### src/rtl/keypad_emu.sv
// Keypad emulator: drives active-low column lines back to a row-scanning keypad
// controller so that one key appears pressed for a set number of scan frames.
module keypad_emu #(
  parameter int CNT_W = 4
) (
  input  logic             clk,
  input  logic             reset,
  input  logic [2:0]       sel,
  input  logic             start,
  input  logic [3:0]       key,
  input  logic [CNT_W-1:0] hold_scans,
  input  logic [CNT_W-1:0] gap_scans,
  output logic [2:0]       column,
  output logic             busy,
  output logic             done,
  output logic             err
);

  typedef enum logic [2:0] {
    IDLE,
    ALIGN,
    PRESS,
    RELEASE,
    DONE
  } state_t;

  state_t           state;
  logic [CNT_W-1:0] cnt;
  logic [CNT_W-1:0] hold_q;
  logic [CNT_W-1:0] gap_q;
  logic [3:0]       key_q;
  logic [2:0]       prev_sel;
  logic [2:0]       key_row;
  logic [2:0]       key_col;
  logic [CNT_W-1:0] hold_eff;
  logic             frame_tick;

  // A frame starts when the scanner wraps from its last row back to row 0;
  // sel 6-7 can never take part in this pattern.
  assign frame_tick = (prev_sel == 3'd5) && (sel == 3'd0);
  assign hold_eff   = (hold_scans == '0) ? CNT_W'(1) : hold_scans;

  // NOTE: every output of a combinational block gets a default first, so no
  // path through the case can leave a value held and infer a latch.
  always_comb begin
    key_row = 3'd7;
    key_col = 3'b111;
    case (key_q)
      4'd0: begin key_row = 3'd3; key_col = 3'b101; end
      4'd1: begin key_row = 3'd0; key_col = 3'b011; end
      4'd2: begin key_row = 3'd0; key_col = 3'b101; end
      4'd3: begin key_row = 3'd0; key_col = 3'b110; end
      4'd4: begin key_row = 3'd1; key_col = 3'b011; end
      4'd5: begin key_row = 3'd1; key_col = 3'b101; end
      4'd6: begin key_row = 3'd1; key_col = 3'b110; end
      4'd7: begin key_row = 3'd2; key_col = 3'b011; end
      4'd8: begin key_row = 3'd2; key_col = 3'b101; end
      4'd9: begin key_row = 3'd2; key_col = 3'b110; end
      default: ;
    endcase
    column = 3'b111;
    if (state == PRESS && sel == key_row) column = key_col;
  end

  // NOTE: all state here uses non-blocking assignments so every register
  // samples values from before the clock edge, independent of statement order.
  always_ff @(posedge clk or posedge reset) begin
    if (reset) begin
      state    <= IDLE;
      cnt      <= '0;
      hold_q   <= '0;
      gap_q    <= '0;
      key_q    <= 4'hF;
      prev_sel <= 3'd0;
      busy     <= 1'b0;
      done     <= 1'b0;
      err      <= 1'b0;
    end else begin
      prev_sel <= sel;
      done     <= 1'b0;
      err      <= 1'b0;
      case (state)
        IDLE: begin
          if (start) begin
            if (key <= 4'd9) begin
              key_q  <= key;
              hold_q <= hold_eff;
              gap_q  <= gap_scans;
              busy   <= 1'b1;
              state  <= ALIGN;
            end else begin
              err <= 1'b1;
            end
          end
        end
        ALIGN: begin
          if (frame_tick) begin
            cnt   <= hold_q;
            state <= PRESS;
          end
        end
        PRESS: begin
          if (frame_tick) begin
            // The state changes at the end of the row-0 cycle, so row 0 is
            // covered by the same number of frames as rows 1-3.
            if (cnt <= CNT_W'(1)) begin
              if (gap_q == '0) begin
                cnt   <= '0;
                busy  <= 1'b0;
                done  <= 1'b1;
                state <= DONE;
              end else begin
                cnt   <= gap_q;
                state <= RELEASE;
              end
            end else begin
              cnt <= cnt - CNT_W'(1);
            end
          end
        end
        RELEASE: begin
          if (frame_tick) begin
            if (cnt <= CNT_W'(1)) begin
              cnt   <= '0;
              busy  <= 1'b0;
              done  <= 1'b1;
              state <= DONE;
            end else begin
              cnt <= cnt - CNT_W'(1);
            end
          end
        end
        DONE:    state <= IDLE;
        default: state <= IDLE;
      endcase
    end
  end

endmodule

### config.mk
export PLATFORM = sky130hd
export DESIGN_NAME = keypad_emu
export DESIGN_NICKNAME = d
export VERILOG_FILES = /design/src/rtl/keypad_emu.sv
export SDC_FILE = /design/constraint.sdc
export NUM_CORES = 1
export LEC_CHECK = 0
export ABC_CLOCK_PERIOD_IN_PS = 2750
export CAP_MARGIN = 0
export CORE_ASPECT_RATIO = 1.25
export CORE_MARGIN = 2
export CORE_UTILIZATION = 45
export DETAILED_ROUTE_END_ITERATION = 10
export DONT_BUFFER_PORTS = 1
export GPL_ROUTABILITY_DRIVEN = 1
export PLACE_DENSITY = 0.61
export SLEW_MARGIN = 10
export SYNTH_ARGS = -nofsm -noshare
export SYNTH_HDL_FRONTEND = slang
export SYNTH_SLANG_ARGS = --single-unit
### constraint.sdc
create_clock -name clk -period 2.75 [get_ports clk]
set_input_delay 0.1375 -clock clk [delete_from_list [all_inputs] [get_ports clk]]
set_output_delay 0.1375 -clock clk [all_outputs]
set_load 0.01 [all_outputs]
Yosys cells after proc, flatten, opt, wreduce, memory -nomap -nowiden
Index checks and enable logic that the tools add are counted.

storage, ports and cells
  output and inout bits = 6
  flip-flop bits (word level) = 25
  input port bits = 18

cells by class
  add/sub/neg operators = 1
  reductions and logical operators = 19
  equal/unequal tests = 22
  multiplexer cells = 37
  magnitude comparators = 2

operators by type and width
  operator                                                number
  2-to-1 mux 4 bit                                        7
  2-to-1 mux 3 bit                                        9
  one-hot mux 3 bit (4 select lines)                      2
  == test 4 x 3 -> 1 bit (second input constant)          4
  2-to-1 mux 1 bit                                        15
  OR reduction 3 bit                                      5
  zero test 4 bit                                         3
  inequality test 2 bit (second input constant)           6
  one-hot mux 4 bit (3 select lines)                      1
  one-hot mux 3 bit (3 select lines)                      1
  == test 4 x 2 -> 1 bit (second input constant)          2
  == test 4 bit (second input constant)                   2
  AND reduction 8 bit                                     1
  AND reduction 7 bit                                     1
  == test 3 x 2 -> 1 bit (second input constant)          2
  zero test 3 bit                                         2
  nonzero test 3 bit                                      2
  == test 4 x 1 -> 1 bit (second input constant)          1
  <= comparator 4 x 1 -> 1 bit (second input constant)    1
  <= comparator 4 bit (second input constant)             1
  inequality test 2 x 1 -> 1 bit (second input constant)  2
  AND reduction 4 bit                                     1
  OR reduction 4 bit                                      1
  subtractor 4 x 1 -> 4 bit (second input constant)       1
  7 further kinds                                         8

Longest topological paths before layout
  depth after elaboration = 6
  depth in mapped cells = 7
  mapped depth without buffers = 6

Least setup slack after synthesis
Ideal clock, no wire load.

  path kind = register -> register
  from = register state[2]
  to = register gap_q[0]
  data required time = 2625 ps
  setup time = 125 ps
  setup slack = 1025 ps
  stages on the path, launching flop included = 5
  period minus slack after synthesis = 1725 ps
  data arrival time = 1600 ps
  buffers on the path = 1
  path through = dfrtp_1 > or4b_4 > nand2b_4 > buf_6 > mux2_4

between the ends
  word-level cells in the longest chain between the ends = 2

RTL lines
  item                                  RTL line  text
  start: declaration                    27        state_t state;
  start signal: assignment              69        state <= IDLE;
  start signal: assignment              90        state <= ALIGN;
  start signal: assignment              99        state <= PRESS;
  zero test 3 bit                       82        case (state)
  AND reduction 3 bit (no source line)  n/a
  end signal: assignment                88        gap_q <= gap_scans;
  end: declaration                      30        logic [CNT_W-1:0] gap_q;

No other way between the ends.
A chain may end at the register's enable or synchronous reset.

Final worst setup path
  from = register state[1]
  to = output column[1]

between the ends
  word-level cells in the longest chain between the ends = 3

RTL lines
  item                    RTL line  text
  == test 3 x 2 -> 1 bit  62        if (state == PRESS && sel == key_row) column = key_col;
  logical AND 1 bit       62
  2-to-1 mux 3 bit        62
  end: declaration        13        output logic [2:0] column,

No other way between the ends.

==> flow_metrics.py <==
metrics = {
    "job": {
        "cap_violations": 0,
    },
    "setup_path": {
        "cp-start-kind": "flop",
        "worst_ep_arrival_time_ns": 2.02,
        "crit_chain": "nor4b_1 -> nand2_1 -> o221ai_1 -> o211ai_1",
        "path_buf_inv": 0,
        "crit_type": "reg2out",
        "critPathTopFamily": "simple AND/OR/NAND/NOR gates",
        "slowest_delay_ns": 0.61,
        "path_max_fanout": 12,
        "slowest_stage": "nor4b_1",
        "endpoint_kind": "primary output",
        "crit_required_ns": 2.61,
    },
    "floorplan": {
        "rows": 23,
        "start_util_pct": 46.1,
        "ioPinCount": 24,
        "coreArea_um2": 3140,
        "die_w_um": 54.7,
        "die_h_um": 67.4,
        "die_area_um2": 3680,
    },
    "logic_synthesis": {
        "ys_types": 45,
        "synth_area_um2": 1450,
        "synth-seq-area-share_pct": 43.6,
        "syn_inst": 141,
        "syn_nets": 161,
        "syn_avg_cell_area_um2": 10.2,
        "ys_warn_count": 0,
        "synth_seq_cells": 25,
    },
    "layout": {
        "final_nets": 163,
        "fillCellCount": 281,
        "final_common_cell": "dfrtp_1",
        "syn2layout_area_growth_pct": 7.79,
        "drive_gt1_share_pct": 18.3,
        "final_cell_mix": "dfrtp_1 (21), inv_1 (11), nor2_1 (10)",
        "diodes": 0,
        "regArea_um2": 631,
        "design_area_um2": 1560,
        "multi_input_area_um2": 731,
    },
    "place": {
        "post-place-ws_ns": 0.907,
        "place.gp.congestion": 0.880,
        "dp_hpwl_mm": 2.23,
        "port_buffers": 0,
        "place_area_um2": 1450,
    },
    "cts": {
        "cts_root_buffer": "clkbuf_8",
        "cts_buffers": 3,
        "cts_sinks": 25,
        "clk_pin_slew_worst_paths_ns": 0.08,
        "cts_tree": "yes",
        "clk_latency_ns": 0.26,
        "post_cts_resized": 0,
        "cts_buffer_depth": 2,
        "htree_levels": 1,
    },
    "power": {
        "leakagePower_nw": 0.660,
        "report.power.total_uw": 923,
        "vdd_drop_max_uv": 323,
        "power.density_nw_per_um2": 593,
    },
    "timing": {
        "period_minus_slack_ns": 2.15,
        "fmax_ghz": 0.464,
        "setup_viol": 0,
        "worst_slew_pin_slew_ns": 0.918,
        "rsz0062_at_grt": "false",
        "maxSlewHeadroom_pct": 38.7,
        "layout_setup_ws_ns": 0.596,
        "final.period_utilization_pct": 78.3,
        "finalHoldViolations": 0,
        "tns_ns": 0,
        "drv_slew": 0,
        "finClkSkew_ns": 0.00147,
    },
    "route": {
        "drt_iter0_drc": 26,
        "antenna_left": 0,
        "num_vias": 1087,
        "drc": 0,
        "drt_wl_total_mm": 3.01,
        "wl_per_cell_um": 16.8,
        "routed_via_density": 6.07,
        "firstDrtPassIters": 4,
    },
    "grt": {
        "grt_pass1_wl_mm": 4.71,
        "antenna_found_initial": 0,
        "grt_max_degree": 26,
        "overflow": 0,
        "grt_pass1_vias": 1055,
        "grt.total_usage_pct": 17.8,
    },
    "status": {
        "status": "finished clean",
    },
    "worst_hold_path": {
        "hold_path_class": "in2reg",
    },
}
## synth_stat cells, drive strengths merged
cell	count	area, um2
o21ai	7	35.0
nand4bb	1	11.3
nor4	1	6.26
o31a	3	26.3
a311oi	1	8.76
nor4bb	1	10.0
nand3	3	15.0
nor2	10	37.5
nor4b	3	41.3
mux2i	1	10.0
mux2	11	146
o31ai	3	22.5
xnor2	1	8.76
o2bb2ai	2	17.5
a21oi	8	40.0
clkbuf	7	26.3
a32o	2	20.0
a2111oi	1	8.76
o221ai	1	8.76
nor3	6	30.0
o21a	1	7.51
o32ai	1	8.76
and4	1	8.76
or2	4	25.0
a211oi	1	7.51
nand2b	5	38.8
o211ai	2	15.0
or4b	2	23.8
dfrtp	21	526
o311ai	1	8.76
dfstp	4	105
nand2	4	15.0
a41oi	2	17.5
a31oi	1	6.26
nand4	1	6.26
inv	11	41.3
nor2b	2	12.5
ha	2	25.0
buf	2	16.3
## routing by layer
| layer | vias up | share of wire [%] | track usage (%) |
|---|---|---|---|
| li1 | 520 | - | - |
| met1 | 526 | 42 | 20.9 |
| met2 | 33 | 51 | 30.1 |
| met3 | 8 | 4.7 | 2.21 |
| met4 | 0 | 2.7 | 10.6 |
| met5 | - | 0 | 0 |
## area by class of cell
| class | instances | area share [%] |
|---|---|---|
| sequential | 25 | 40.5 |
| clock inverter | 1 | 0.482 |
| tap | 37 | 2.97 |
| multi-input combinational | 96 | 46.9 |
| clock buffer | 3 | 2.65 |
| inverter | 11 | 2.65 |
| timing repair buffer | 6 | 3.86 |
## worst register-to-register path: stages (launching register included)
cell and delay (ns):
dfrtp_1 0.41, inv_1 0.08, ha_1 0.24, or2_2 0.34, and4_1 0.20, o311ai_0 0.26, o21ai_0 0.15
## registers in the layout, summed over array words and instances (netlist names)
name	count
busy	1
cnt	4
done	1
err	1
gap_q	4
hold_q	4
key_q	4
prev_sel	3
state	3
## per-stage QoR
| stage | utilization, % | hold slack (ns) | instances |
|---|---|---|---|
| 6_report | 49.7 | 0.0114 | 179 |
| 2_1_floorplan | - | 0.162 | 141 |
| 3_5_place_dp | 46.2 | 0.169 | 169 |
| 3_3_place_gp | 46.2 | 0.169 | 169 |
| 5_1_grt | 49.7 | 0.000348 | 179 |
| 4_1_cts | 49.3 | 0.00281 | 178 |
## cells by family (layout without fill, tap and decap cells)
logic type	after synthesis	in the layout	synth area share, %
AND/OR/NAND/NOR	44	44	19.5
AO/OA/AOI/OAI	37	37	17.9
flip-flops	25	25	43.6
buffers and inverters	20	21	5.80
multiplexers	12	12	10.8
adder cells (fa/ha/maj)	2	2	1.73
XOR/XNOR	1	1	0.606
## final timing paths
path	start	end	slack [ns]	depth (start not counted)
max in group asynchronous	reset	gap_q[2]	1.68	2
worst max-delay path	state[1]	column[1]	0.60	4
worst max register to register	cnt[0]	cnt[1]	0.93	6
min in group asynchronous	reset	hold_q[1]	0.52	2
worst min-delay path	gap_scans[1]	gap_q[1]	0.01	1
worst min register to register	hold_q[0]	hold_q[0]	0.49	2
## report_power, final
group	internal (mW)	switching, mW	leakage (nW)
clock network	0.103	0.113	0.0217
registers	0.415	0.0627	0.302
logic	0.101	0.129	0.336
## timing repair
item                                   CTS  global route
setup endpoints to repair                0             0
setup buffers                            0             0
endpoints found under the hold margin   25             1
hold buffers                             5             1
(Power assumes the default switching activity.)
